[src/rtl/spi_arb_pkg.sv]
// Shared types and helpers for the SPI transfer arbiter.
package spi_arb_pkg;

  typedef enum logic [2:0] {IDLE, SETUP, LOAD, SHIFT, HOLD} arb_state_e;

  localparam int SPI_BYTE_W = 8;
  localparam int MAX_REQ    = 8;

  // Round-robin pick: first set request at or after ptr, wrapping at n.
  // Returns ptr unchanged when nothing is requesting (caller gates on any-request).
  function automatic int unsigned rr_pick(input logic [MAX_REQ-1:0] reqs,
                                          input int unsigned ptr,
                                          input int unsigned n);
    int unsigned pick;
    int unsigned idx;
    logic        found;
    pick  = ptr;
    found = 1'b0;
    for (int unsigned i = 0; i < MAX_REQ; i++) begin
      idx = (ptr + i) % n;
      if (!found && (i < n) && (|(reqs & (MAX_REQ'(1) << idx)))) begin
        pick  = idx;
        found = 1'b1;
      end
    end
    return pick;
  endfunction

endpackage

[src/rtl/spi_byte_engine.sv]
// Mode-3 (CPOL=1, CPHA=1) MSB-first byte shifter.
// SCLK idles high; the first falling edge follows start by one clk and
// presents bit 7, later falling edges present the next bit, MISO is sampled
// on every rising edge. done pulses on the clk after the eighth rising edge.
module spi_byte_engine
  import spi_arb_pkg::*;
#(
  parameter int CLK_DIV = 4
) (
  input  logic                  clk,
  input  logic                  rst,
  input  logic                  start,
  input  logic [SPI_BYTE_W-1:0] tx_byte,
  input  logic                  miso,
  output logic                  done,
  output logic [SPI_BYTE_W-1:0] rx_byte,
  output logic                  sclk,
  output logic                  mosi
);

  localparam int DIV_W = $clog2(CLK_DIV);

  logic                  active;
  logic [DIV_W-1:0]      div_cnt;
  logic [2:0]            bit_cnt;
  logic [SPI_BYTE_W-2:0] tx_rest;
  logic [SPI_BYTE_W-2:0] rx_sh;

  // Half-period down-counter drives alternating falling/rising SCLK edges.
  always_ff @(posedge clk) begin
    if (rst) begin
      active  <= 1'b0;
      div_cnt <= '0;
      bit_cnt <= '0;
      tx_rest <= '0;
      rx_sh   <= '0;
      rx_byte <= '0;
      done    <= 1'b0;
      sclk    <= 1'b1;
      mosi    <= 1'b0;
    end else begin
      done <= 1'b0;
      if (!active) begin
        if (start) begin
          active  <= 1'b1;
          tx_rest <= tx_byte[SPI_BYTE_W-2:0];
          mosi    <= tx_byte[SPI_BYTE_W-1];
          sclk    <= 1'b0;
          div_cnt <= DIV_W'(CLK_DIV - 1);
          bit_cnt <= '0;
        end
      end else if (div_cnt != '0) begin
        div_cnt <= div_cnt - 1'b1;
      end else begin
        div_cnt <= DIV_W'(CLK_DIV - 1);
        if (!sclk) begin
          sclk  <= 1'b1;
          rx_sh <= {rx_sh[SPI_BYTE_W-3:0], miso};
          if (bit_cnt == 3'd7) begin
            active  <= 1'b0;
            done    <= 1'b1;
            rx_byte <= {rx_sh, miso};
          end else begin
            bit_cnt <= bit_cnt + 1'b1;
          end
        end else begin
          sclk    <= 1'b0;
          mosi    <= tx_rest[SPI_BYTE_W-2];
          tx_rest <= {tx_rest[SPI_BYTE_W-3:0], 1'b0};
        end
      end
    end
  end

endmodule

[src/rtl/spi_xfer_arbiter.sv]
// Shares one SPI mode-3 master among N_REQ requesters, one multi-byte burst
// per grant, with a dedicated active-low chip select per requester.
// Build option: SPI_ARB_FIXED_PRIO_EN selects fixed priority (lowest index
// wins) instead of the default round-robin arbitration.
//
//   state | meaning
//   IDLE  | CS all high, waiting for any req_valid
//   SETUP | owner CS low, counting CS setup time
//   LOAD  | waiting for owner tx_valid; SCLK parked high
//   SHIFT | byte engine running
//   HOLD  | last byte done, counting CS hold time
//
// req_ready/tx_ready are registered: the request (and req_len) or the TX byte
// is captured on the edge that raises the pulse, so the client advances
// when it sees the pulse.
module spi_xfer_arbiter
  import spi_arb_pkg::*;
#(
  parameter int N_REQ    = 2,
  parameter int LEN_W    = 4,
  parameter int CLK_DIV  = 4,
  parameter int CS_SETUP = 2,
  parameter int CS_HOLD  = 2
) (
  input  logic                        clk,
  input  logic                        rst,
  input  logic [N_REQ-1:0]            req_valid,
  input  logic [N_REQ*LEN_W-1:0]      req_len,
  output logic [N_REQ-1:0]            req_ready,
  input  logic [N_REQ*SPI_BYTE_W-1:0] tx_data,
  input  logic [N_REQ-1:0]            tx_valid,
  output logic [N_REQ-1:0]            tx_ready,
  output logic [SPI_BYTE_W-1:0]       rx_data,
  output logic                        rx_valid,
  output logic [$clog2(N_REQ)-1:0]    rx_id,
  output logic                        rx_last,
  output logic                        busy,
  output logic                        SPI_CLK,
  output logic                        SPI_MOSI,
  input  logic                        SPI_MISO,
  output logic [N_REQ-1:0]            SPI_CS_N
);

  localparam int ID_W  = $clog2(N_REQ);
  localparam int T_MAX = (CS_SETUP > CS_HOLD) ? CS_SETUP : CS_HOLD;
  localparam int T_W   = $clog2(T_MAX + 1);
  localparam logic [N_REQ-1:0] ONE = N_REQ'(1);

  arb_state_e            state;
  logic [ID_W-1:0]       owner;
  logic [ID_W-1:0]       win;
  logic [LEN_W-1:0]      len_q;
  logic [LEN_W-1:0]      byte_cnt;
  logic [T_W-1:0]        tmr;
  logic [SPI_BYTE_W-1:0] tx_q;
  logic                  eng_start;
  logic                  eng_done;
  logic [SPI_BYTE_W-1:0] eng_rx;
  int unsigned           pick;
`ifndef SPI_ARB_FIXED_PRIO_EN
  logic [ID_W-1:0]       rr_ptr;
`endif

  // Arbitration winner among the current requests.
  always_comb begin
`ifdef SPI_ARB_FIXED_PRIO_EN
    pick = rr_pick(MAX_REQ'(req_valid), 0, N_REQ);
`else
    pick = rr_pick(MAX_REQ'(req_valid), 32'(rr_ptr), N_REQ);
`endif
    win = ID_W'(pick);
  end

  // Burst sequencing FSM with registered handshake, CS and status outputs.
  always_ff @(posedge clk) begin
    if (rst) begin
      state     <= IDLE;
      owner     <= '0;
      len_q     <= '0;
      byte_cnt  <= '0;
      tmr       <= '0;
      tx_q      <= '0;
      eng_start <= 1'b0;
      req_ready <= '0;
      tx_ready  <= '0;
      rx_valid  <= 1'b0;
      rx_last   <= 1'b0;
      rx_data   <= '0;
      rx_id     <= '0;
      busy      <= 1'b0;
      SPI_CS_N  <= '1;
`ifndef SPI_ARB_FIXED_PRIO_EN
      rr_ptr    <= '0;
`endif
    end else begin
      eng_start <= 1'b0;
      req_ready <= '0;
      tx_ready  <= '0;
      rx_valid  <= 1'b0;
      rx_last   <= 1'b0;
      case (state)
        IDLE: begin
          if (|req_valid) begin
            req_ready <= ONE << win;
            SPI_CS_N  <= ~(ONE << win);
            owner     <= win;
            len_q     <= req_len[win*LEN_W +: LEN_W];
            byte_cnt  <= '0;
            busy      <= 1'b1;
            tmr       <= T_W'(CS_SETUP - 1);
            state     <= SETUP;
          end
        end
        SETUP: begin
          if (tmr == '0) state <= LOAD;
          else           tmr   <= tmr - 1'b1;
        end
        LOAD: begin
          if (tx_valid[owner]) begin
            tx_ready  <= ONE << owner;
            tx_q      <= tx_data[owner*SPI_BYTE_W +: SPI_BYTE_W];
            eng_start <= 1'b1;
            state     <= SHIFT;
          end
        end
        SHIFT: begin
          if (eng_done) begin
            rx_valid <= 1'b1;
            rx_data  <= eng_rx;
            rx_id    <= owner;
            if (byte_cnt == len_q) begin
              rx_last <= 1'b1;
              tmr     <= T_W'(CS_HOLD - 1);
              state   <= HOLD;
            end else begin
              byte_cnt <= byte_cnt + 1'b1;
              state    <= LOAD;
            end
          end
        end
        HOLD: begin
          if (tmr == '0) begin
            SPI_CS_N <= '1;
            busy     <= 1'b0;
`ifndef SPI_ARB_FIXED_PRIO_EN
            rr_ptr   <= (owner == ID_W'(N_REQ - 1)) ? '0 : owner + 1'b1;
`endif
            state    <= IDLE;
          end else begin
            tmr <= tmr - 1'b1;
          end
        end
        default: state <= IDLE;
      endcase
    end
  end

  spi_byte_engine #(
    .CLK_DIV (CLK_DIV)
  ) u_engine (
    .clk     (clk),
    .rst     (rst),
    .start   (eng_start),
    .tx_byte (tx_q),
    .miso    (SPI_MISO),
    .done    (eng_done),
    .rx_byte (eng_rx),
    .sclk    (SPI_CLK),
    .mosi    (SPI_MOSI)
  );

endmodule

[config.mk]
export PLATFORM = sky130hd
export DESIGN_NAME = spi_xfer_arbiter
export DESIGN_NICKNAME = d
export VERILOG_FILES = /design/src/rtl/spi_arb_pkg.sv /design/src/rtl/spi_byte_engine.sv /design/src/rtl/spi_xfer_arbiter.sv
export SDC_FILE = /design/constraint.sdc
export NUM_CORES = 1
export LEC_CHECK = 0
export CAP_MARGIN = 20
export CORE_UTILIZATION = 59
export CTS_BUF_LIST = sky130_fd_sc_hd__clkbuf_8
export CTS_CLUSTER_SIZE = 12
export DETAILED_ROUTE_END_ITERATION = 8
export GPL_TIMING_DRIVEN = 0
export PLACE_DENSITY_LB_ADDON = 0.05
export SKIP_CTS_REPAIR_TIMING = 1
export SYNTH_ARGS = -nofsm -noshare
export SYNTH_HDL_FRONTEND = slang
export SYNTH_SLANG_ARGS = --single-unit
[constraint.sdc]
create_clock -name clk -period 2.5 [get_ports clk]
set_input_delay 0.25 -clock clk [delete_from_list [all_inputs] [get_ports clk]]
set_output_delay 0.25 -clock clk [all_outputs]
set_load 0.02 [all_outputs]
# Word level (Yosys, flattened, before mapping)
# Cells that the tools add are included.
# op_classes
shifts,6
add_sub_neg,6
n_reduce_logical,32
div_mod_pow,0
n_mux,56
n_mul,0
eq_ne,18
n_lt_le_gt_ge,1
bitwise,12
# ops
operator,n
$mux 3,11
$mux 7,4
$mux 1,24
$ne 2x2->1 const B,10
$mux 2,9
$and 2x8->8,2
$reduce_or 8->1,2
$shiftx 16x5->8,1
$shl 1x1->8 const A,2
$pmux 3 s5,1
$mux 4,3
$reduce_and 4->1,3
$reduce_and 2->1,5
$reduce_and 5->1,2
$not 1->1,9
$reduce_and 3->1,3
$reduce_or 3->1,3
$pmux 4 s2,1
$reduce_bool 2->1,4
$reduce_or 2->1,4
$shiftx 8x4->4,1
$eq 3x2->1 const B,2
$eq 3x3->1 const B,2
$pmux 2 s3,1
other kinds (18),22
# totals
romBits,0
elab_cells,156
output_inout_bits,20
in_bits,31
ram_bits,0
regBits,73
memories,0
latch_bits,0

# Longest topological paths before layout
# Gate-level depths: netlist of run 1.
# logic_depth
depth_word,11
mapped_depth,8
depth_no_buf,7

# By module
# A second synthesis of run 1 with hierarchy kept.
# unflattened
cells_unflattened,345
area_unflattened_um2,3281.9
# by_module_without_submodules
module,seq_area_each_um2,area_per_inst_um2,cells_each,n_inst
spi_xfer_arbiter,840.8,1956.9,210,1
spi_byte_engine,620.6,1325.0,135,1

# Worst setup path before layout of run 1
# OpenSTA, ideal clock, no wires.
# synth_timing
path_type,register to register
startpoint,register byte_cnt[3]
endpoint,register byte_cnt[1]
path_buffers,0
t_arrival_ps,1391
stages_incl_launch_ff,6
slack_ps,992
period_less_slack_ps,1508
setup_time_ps,116
t_required_ps,2384
cell_sequence,dfxtp_1 xor2_1 o41ai_2 a211oi_1 and3_1 a31o_2
# synth_between
elab_chain_cells,3
# synth_lines
item,line,source
"start, declared",spi_xfer_arbiter.sv:53,logic [LEN_W-1:0] byte_cnt;
"start signal, assigned",spi_xfer_arbiter.sv:136,byte_cnt <= byte_cnt + 1'b1;
$eq 4x4->1,spi_xfer_arbiter.sv:131,if (byte_cnt == len_q) begin
$ne 2x2->1 (no line),n/a,
$reduce_and 4->1 (no line),n/a,
# Every way passes these cells.
# A chain may end at the register's enable or synchronous reset.

# Worst setup path after layout of run 1
# layout_timing
startpoint,register state[1]
endpoint,register tx_q[2]
# layout_between
elab_chain_cells,2
# layout_lines
item,line,source
"start, declared",spi_xfer_arbiter.sv:49,arb_state_e state;
"start signal, assigned",spi_xfer_arbiter.sv:77,state <= IDLE;
"start signal, assigned",spi_xfer_arbiter.sv:111,state <= SETUP;
"start signal, assigned",spi_xfer_arbiter.sv:115,if (tmr == '0) state <= LOAD;
$eq 3x2->1,spi_xfer_arbiter.sv:101,case (state)
$reduce_and 2->1 (no line),n/a,
"end signal, assigned",spi_xfer_arbiter.sv:121,tx_q <= tx_data[owner*SPI_BYTE_W +: SPI_BYTE_W];
"end, declared",spi_xfer_arbiter.sv:55,logic [SPI_BYTE_W-1:0] tx_q;
# Every way passes these cells.

==> flow_results.xml, run 1 <==
<?xml version="1.0" encoding="UTF-8"?>
<metrics>
  <group name="cts">
    <metric name="tritoncts" unit="">yes</metric>
    <metric name="cts-buffers-inserted" unit="">9</metric>
    <metric name="cts.clk_slew.worst_paths" unit="ns">0.08</metric>
    <metric name="cts-root-to-sink-buffers" unit="">2</metric>
    <metric name="tritoncts_num_sinks" unit="">73</metric>
    <metric name="cts_root_buf" unit="">sky130_fd_sc_hd__clkbuf_8</metric>
    <metric name="worst_skew_pair.late_latency" unit="ns">0.35</metric>
    <metric name="cts_htree_levels" unit="">3</metric>
  </group>
  <group name="timing">
    <metric name="timing.final.max_slew_violations" unit="">0</metric>
    <metric name="worstMarginPinSlew" unit="ns">0.731</metric>
    <metric name="fin_skew" unit="ns">0.00510</metric>
    <metric name="timing.fmax" unit="GHz">0.547</metric>
    <metric name="layout_worst_path_cycle_share" unit="%">73.1</metric>
    <metric name="finalHoldWorstSlack" unit="ns">0.461</metric>
    <metric name="worst_slack" unit="ns">0.673</metric>
    <metric name="report.final.hold_viol_count" unit="">0</metric>
    <metric name="fin_tns_setup" unit="ns">0</metric>
    <metric name="post-route-min-period" unit="ns">1.83</metric>
    <metric name="setup_repair_after_global_routing_missed_its_margin" unit="">false</metric>
    <metric name="slew_headroom" unit="%">51.3</metric>
    <metric name="setup_viol" unit="">0</metric>
  </group>
  <group name="die">
    <metric name="initial_standard_cell_utilization_of_the_core" unit="%">61.0</metric>
    <metric name="boundaryPins" unit="">51</metric>
    <metric name="fp-row-count" unit="">26</metric>
    <metric name="core_area" unit="mm²">0.00511</metric>
    <metric name="floorplan.die_area" unit="mm²">0.00557</metric>
    <metric name="die-width" unit="µm">74.6</metric>
    <metric name="dieHeight" unit="µm">74.6</metric>
  </group>
  <group name="placement">
    <metric name="port_buf_inserts" unit="">50</metric>
    <metric name="detailed_place.area" unit="mm²">0.00370</metric>
    <metric name="dp.cells" unit="">480</metric>
    <metric name="pre_cts_slack" unit="ns">0.521</metric>
    <metric name="dpl.hpwl" unit="mm">5.21</metric>
    <metric name="gp_congestion" unit="">0.943</metric>
  </group>
  <group name="synth">
    <metric name="ys.flop_type" unit="">sky130_fd_sc_hd__dfxtp_1</metric>
    <metric name="synth_edf_count" unit="">0</metric>
    <metric name="synth_async_reset_ratio" unit="%">0</metric>
    <metric name="synth_area" unit="mm²">0.00311</metric>
    <metric name="postSynthNetCount" unit="">396</metric>
    <metric name="yosysUniqueCellTypes" unit="">45</metric>
    <metric name="syn_avg_cell_area" unit="µm²">8.65</metric>
    <metric name="synth-seq-area-share" unit="%">46.9</metric>
    <metric name="synthCells" unit="">360</metric>
    <metric name="yosysWarningCount" unit="">0</metric>
    <metric name="yosys_register_bits" unit="">73</metric>
  </group>
  <group name="power">
    <metric name="cellPowerDensity" unit="mW/mm²">825</metric>
    <metric name="fin_total_pwr" unit="mW">3.20</metric>
    <metric name="cellLeakagePower" unit="nW">1.38</metric>
    <metric name="power.ir.vdd_worst" unit="mV">0.547</metric>
  </group>
  <group name="setup_path">
    <metric name="worstSetupEndpointType" unit="">flop</metric>
    <metric name="rr_endpoint" unit="">tx_q[2]</metric>
    <metric name="worst_r2r_path_depth" unit="">5</metric>
    <metric name="critPathSlowestCell" unit="">sky130_fd_sc_hd__nor4_4</metric>
    <metric name="critical_path_arrival" unit="ns">2.03</metric>
    <metric name="worstPathCellList" unit="">buf_6, inv_1, nor4_4, buf_2, a211oi_1</metric>
    <metric name="critical_path.startpoint_type" unit="">flop</metric>
    <metric name="ff2ff_setup_slack" unit="ns">0.67</metric>
    <metric name="critical_path_rt" unit="ns">2.71</metric>
    <metric name="setup.worst_path.start" unit="">state[1]</metric>
    <metric name="critPathMaxStageDelay" unit="ns">0.65</metric>
    <metric name="crit_path_end" unit="">tx_q[2]</metric>
    <metric name="worstReg2RegStart" unit="">state[1]</metric>
    <metric name="timing_worst_setup_path_type" unit="">flop to flop</metric>
    <metric name="crit_path_max_fanout" unit="">10</metric>
  </group>
  <group name="run">
    <metric name="timing.max_cap.violations" unit="">0</metric>
  </group>
  <group name="min_path">
    <metric name="hold_path.class" unit="">flop to flop</metric>
  </group>
  <group name="global_routing">
    <metric name="globalRouteOverflowTotal" unit="">0</metric>
    <metric name="grt_start_max_net_pins" unit="">14</metric>
    <metric name="globalRouteTotalUtil" unit="%">27.3</metric>
    <metric name="grt_first_pass_wirelength" unit="mm">11.1</metric>
    <metric name="first_global_vias" unit="">2385</metric>
    <metric name="antenna_found_initial" unit="">0</metric>
  </group>
  <group name="layout">
    <metric name="share_of_layout_cells_above_drive_strength_1" unit="%">8.22</metric>
    <metric name="design.final.nets" unit="">457</metric>
    <metric name="layout.cells.most_common" unit="">sky130_fd_sc_hd__dfxtp_1</metric>
    <metric name="antenna-diode-count" unit="">0</metric>
    <metric name="fillCellCount" unit="">406</metric>
    <metric name="layout_common_cells" unit="">sky130_fd_sc_hd__dfxtp_1, sky130_fd_sc_hd__nand2_1, sky130_fd_sc_hd__clkdlybuf4s50_1</metric>
    <metric name="syn2layout_area_growth" unit="%">24.7</metric>
    <metric name="layout.cells.non_filler" unit="">496</metric>
    <metric name="post-route-util" unit="%">76.0</metric>
    <metric name="postLayoutCellArea" unit="mm²">0.00388</metric>
  </group>
  <group name="drt">
    <metric name="route.vias.total" unit="">2729</metric>
    <metric name="post_route_drc_violation_count" unit="">0</metric>
    <metric name="drt.antenna.violating_nets" unit="">0</metric>
    <metric name="route.detailed.vias_per_inst" unit="">5.50</metric>
    <metric name="drt_iter0_drc" unit="">107</metric>
    <metric name="routed_wire_length_per_instance" unit="µm">14.6</metric>
    <metric name="dr.pass1.iters" unit="">4</metric>
    <metric name="wl" unit="mm">7.25</metric>
  </group>
  <group name="outcome">
    <metric name="status" unit="">complete, no violations</metric>
  </group>
</metrics>
## final cells by class
cell class,count,area (µm²),share of cell area [%]
multi-input cells,253,1500,38.7
plain buffers,21,100,2.58
flip-flops and latches,73,1460,37.7
well taps,70,87.6,2.26
clock inverters,6,42.5,1.10
clock buffers,10,138,3.55
inverters,13,48.8,1.26
repair buffers,50,500,12.9
## synth_stat cells, drive strengths merged, types with 3 or more instances
library cell / number / area (µm²)
a211oi: 23 / 173
a21o: 3 / 22.5
a21oi: 37 / 185
a22oi: 3 / 22.5
and2: 3 / 21.3
and3: 5 / 31.3
buf: 13 / 70.1
clkbuf: 8 / 30.0
dfxtp: 73 / 1460
ha: 5 / 62.6
inv: 13 / 48.8
mux2i: 20 / 200
nand2: 62 / 233
nand3: 7 / 35.0
nor2: 33 / 124
nor2b: 3 / 18.8
nor3: 11 / 71.3
nor4: 3 / 33.8
o21ai: 8 / 40.0
or3: 3 / 18.8
xor2: 4 / 35.0
## registers in the layout, summed over array words and instances, names as in the netlist, 3 cells and up
signal	cells
rx_data	8
len_q	4
u_engine.tx_rest	7
u_engine.rx_sh	7
tx_q	8
u_engine.rx_byte	8
u_engine.bit_cnt	3
state	3
byte_cnt	4
## worst min path at each step
stage | startpoint | end | slack, ns | depth (start not counted)
detailed placement | rx_data[4] | rx_data[4] | 0.45 | 2
floorplan | SPI_MISO | u_engine.rx_byte[0] | 0.39 | 2
CTS | rx_data[4] | rx_data[4] | 0.46 | 2
global placement | u_engine.rx_byte[6] | u_engine.rx_byte[6] | 0.44 | 2
finish | u_engine.rx_byte[3] | u_engine.rx_byte[3] | 0.46 | 2
global route | u_engine.rx_byte[2] | rx_data[2] | 0.48 | 2
## cells by family after synthesis
| family | count (synthesis) | synth area share (%) |
|---|---|---|
| fa+ha+maj | 6 | 2.33 |
| xor+xnor | 5 | 1.41 |
| buf+inv | 34 | 4.78 |
| compound gates | 86 | 17.8 |
| simple gates | 135 | 20.0 |
| flops | 73 | 46.9 |
| mux | 21 | 6.79 |
## metal layers
layer / vias to the layer above / track usage [%] / wire [µm]
met5: - / 0 / 0
met4: 0 / 10.3 / 149
met3: 14 / 8.84 / 428
met2: 89 / 44.1 / 3440
met1: 1250 / 34.0 / 3220
li1: 1376 / - / -
## power by group
part	switching [mW]	internal, mW	total, mW	leakage, nW
clock network	0.449	0.388	0.837	0.0887
logic	0.561	0.426	0.987	0.694
registers	0.0785	1.30	1.38	0.593
## critical path: cells and delay by family, from the launching register on
kind	cells	cell delay, ns
buffers and inverters	3	0.59
DFF	1	0.33
AOI/OAI and AO/OA	1	0.11
and+or+nand+nor	1	0.65
Note: power is estimated with default switching activity, not from simulation.
==> inputs of run 2 (changes only) <==
--- a/config.mk
+++ b/config.mk
@@ -6,7 +6,7 @@
 export NUM_CORES = 1
 export LEC_CHECK = 0
 export CAP_MARGIN = 20
-export CORE_UTILIZATION = 59
+export CORE_UTILIZATION = 50
 export CTS_BUF_LIST = sky130_fd_sc_hd__clkbuf_8
 export CTS_CLUSTER_SIZE = 12
 export DETAILED_ROUTE_END_ITERATION = 8
==> constraint.sdc (replaced) <==
create_clock -name clk -period 1.6 [get_ports clk]
set_input_delay 0.16 -clock clk [delete_from_list [all_inputs] [get_ports clk]]
set_output_delay 0.16 -clock clk [all_outputs]
set_load 0.02 [all_outputs]
==> flow_results.xml, run 2 (synthesis results as in run 1) <==
<?xml version="1.0" encoding="UTF-8"?>
<metrics>
  <group name="die">
    <metric name="die-width" unit="µm">80.9</metric>
    <metric name="core_area" unit="mm²">0.00596</metric>
    <metric name="dieHeight" unit="µm">80.9</metric>
    <metric name="boundaryPins" unit="">51</metric>
    <metric name="fp-row-count" unit="">28</metric>
    <metric name="floorplan.die_area" unit="mm²">0.00655</metric>
    <metric name="initial_standard_cell_utilization_of_the_core" unit="%">52.3</metric>
  </group>
  <group name="power">
    <metric name="cellPowerDensity" unit="mW/mm²">1370</metric>
    <metric name="netSwitchingPower" unit="mW">1.84</metric>
    <metric name="power.ir.vdd_worst" unit="mV">0.727</metric>
    <metric name="cellLeakagePower" unit="nW">1.52</metric>
    <metric name="power_frac_seq" unit="%">37.7</metric>
    <metric name="fin_total_pwr" unit="mW">5.84</metric>
    <metric name="clkPwrFrac" unit="%">30.5</metric>
    <metric name="power_frac_comb" unit="%">31.7</metric>
    <metric name="cell_internal_pwr" unit="mW">4.00</metric>
    <metric name="power_switching_share" unit="%">31.5</metric>
  </group>
  <group name="setup_path">
    <metric name="worstSetupEndpointType" unit="">flop</metric>
    <metric name="timing_worst_setup_path_type" unit="">flop to flop</metric>
    <metric name="critical_path_arrival" unit="ns">1.93</metric>
    <metric name="crit_path_max_fanout" unit="">5</metric>
    <metric name="critical_path_rt" unit="ns">1.87</metric>
    <metric name="critical_path.startpoint_type" unit="">flop</metric>
  </group>
  <group name="layout">
    <metric name="fillCellCount" unit="">480</metric>
    <metric name="syn2layout_area_growth" unit="%">37.3</metric>
    <metric name="multi_input_area" unit="mm²">0.00164</metric>
    <metric name="antenna-diode-count" unit="">0</metric>
    <metric name="layout_common_cells" unit="">sky130_fd_sc_hd__dfxtp_1, sky130_fd_sc_hd__nand2_1, sky130_fd_sc_hd__clkdlybuf4s50_1</metric>
    <metric name="layout.cells.most_common" unit="">sky130_fd_sc_hd__dfxtp_1</metric>
    <metric name="reg_top3" unit="">rx_data x8, tx_q x8, u_engine.rx_byte x8</metric>
    <metric name="layout.cells.non_filler" unit="">515</metric>
    <metric name="design.final.nets" unit="">471</metric>
    <metric name="regArea" unit="mm²">0.00148</metric>
    <metric name="share_of_layout_cells_above_drive_strength_1" unit="%">17.3</metric>
  </group>
  <group name="placement">
    <metric name="dpl.hpwl" unit="mm">4.83</metric>
    <metric name="dp.cells" unit="">485</metric>
    <metric name="gp_congestion" unit="">0.868</metric>
    <metric name="port_buf_inserts" unit="">50</metric>
  </group>
  <group name="cts">
    <metric name="cts-root-to-sink-buffers" unit="">2</metric>
    <metric name="cts_root_buf" unit="">sky130_fd_sc_hd__clkbuf_8</metric>
    <metric name="cts-buffers-inserted" unit="">9</metric>
    <metric name="tritoncts_num_sinks" unit="">73</metric>
    <metric name="tritoncts" unit="">yes</metric>
    <metric name="cts_htree_levels" unit="">3</metric>
    <metric name="worst_skew_pair.late_latency" unit="ns">0.35</metric>
    <metric name="cts.clk_slew.worst_paths" unit="ns">0.07</metric>
  </group>
  <group name="timing">
    <metric name="finalHoldWorstSlack" unit="ns">0.416</metric>
    <metric name="worst_slack" unit="ns">-0.0579</metric>
    <metric name="fin_skew" unit="ns">0.0138</metric>
    <metric name="timing.fmax" unit="GHz">0.603</metric>
    <metric name="report.final.hold_viol_count" unit="">0</metric>
    <metric name="worstMarginPinSlew" unit="ns">0.548</metric>
    <metric name="setup_viol" unit="">3</metric>
    <metric name="post-route-min-period" unit="ns">1.66</metric>
    <metric name="slew_headroom" unit="%">63.5</metric>
    <metric name="timing.final.max_slew_violations" unit="">0</metric>
    <metric name="setup_repair_after_global_routing_missed_its_margin" unit="">true</metric>
    <metric name="layout_worst_path_cycle_share" unit="%">104</metric>
    <metric name="fin_tns_setup" unit="ns">-0.119</metric>
  </group>
  <group name="global_routing">
    <metric name="antenna_found_initial" unit="">0</metric>
    <metric name="first_global_vias" unit="">2367</metric>
    <metric name="grt_first_pass_wirelength" unit="mm">10.9</metric>
    <metric name="globalRouteTotalUtil" unit="%">22.2</metric>
    <metric name="globalRouteOverflowTotal" unit="">0</metric>
    <metric name="grt_start_max_net_pins" unit="">14</metric>
  </group>
  <group name="outcome">
    <metric name="violations" unit="">negative setup slack</metric>
    <metric name="status" unit="">complete, but fails checks</metric>
  </group>
  <group name="min_path">
    <metric name="hold_path.class" unit="">input port to flop</metric>
  </group>
  <group name="drt">
    <metric name="drt.antenna.violating_nets" unit="">0</metric>
    <metric name="drt_iter0_drc" unit="">78</metric>
    <metric name="wl" unit="mm">7.18</metric>
    <metric name="route.vias.total" unit="">2793</metric>
    <metric name="route.detailed.vias_per_inst" unit="">5.42</metric>
    <metric name="post_route_drc_violation_count" unit="">0</metric>
    <metric name="dr.pass1.iters" unit="">7</metric>
    <metric name="routed_wire_length_per_instance" unit="µm">13.9</metric>
  </group>
  <group name="run">
    <metric name="timing.max_cap.violations" unit="">0</metric>
  </group>
</metrics>
-- run 2: changes by cell type in the layout (fill, tap and decap cells not counted), sizes merged --
cell,delta
buf,+11
bufinv,+3
clkbuf,+3
clkdlybuf4s50,-1
clkinv,-1
clkinvlp,-1
dlymetal6s2s,+1
inv,-1
-- run 2: routing by layer --
layer,vias to the layer above,track usage (%),part of all wire (%)
li1,1400,-,-
met1,1300,28.8,47
met2,79,35.3,47
met3,14,4.27,4.2
met4,0,10.7,2.0
met5,-,0,0
-- run 2: layout make-up --
type / instances / share of cell area [%]
Clock buffer: 10 / 3.22
Tap cell: 75 / 2.20
Inverter: 13 / 1.14
Sequential cell: 73 / 34.7
Timing Repair Buffer: 65 / 15.3
Buffer: 20 / 2.40
Multi-Input combinational cell: 253 / 38.4
Clock inverter: 6 / 2.69
-- run 2: power groups by stage --
| stage | Combinational [mW] | Clock, mW | Sequential [mW] |
|---|---|---|---|
| after floorplan | 1.07 | 0 | 2.22 |
| after global placement | 1.50 | 0 | 2.19 |
| after detailed placement | 1.51 | 0 | 2.20 |
| after CTS | 1.52 | 1.81 | 2.16 |
| after global routing | 2.01 | 1.91 | 2.23 |
| final | 1.85 | 1.78 | 2.20 |
-- run 2: critical path, stage by stage, from the launching register on --
cell                       delay [ns]
sky130_fd_sc_hd__dfxtp_1         0.31
sky130_fd_sc_hd__buf_6           0.12
sky130_fd_sc_hd__and2_4          0.17
sky130_fd_sc_hd__a22oi_1         0.32
sky130_fd_sc_hd__o221ai_2        0.17
sky130_fd_sc_hd__or3_1           0.36
sky130_fd_sc_hd__a21oi_1         0.14
-- run 2: per-stage QoR --
stage,area [µm²],setup WS (ns),utilization (%)
after global routing,4270,-0.115,71.8
after floorplan,3110,0.0924,-
after CTS,3960,-0.209,66.5
final,4270,-0.0579,71.8
after detailed placement,3710,-0.305,62.2
after global placement,3710,-0.280,62.2
-- run 2: final timing paths --
path                       start             endpoint  slack (ns)  cells after the start
max reg2reg             state[1]             state[2]       -0.06                      6
min reg2reg  u_engine.rx_byte[3]           rx_data[3]        0.45                      2
max                     state[1]             state[2]       -0.06                      6
min                     SPI_MISO  u_engine.rx_byte[0]        0.42                      3
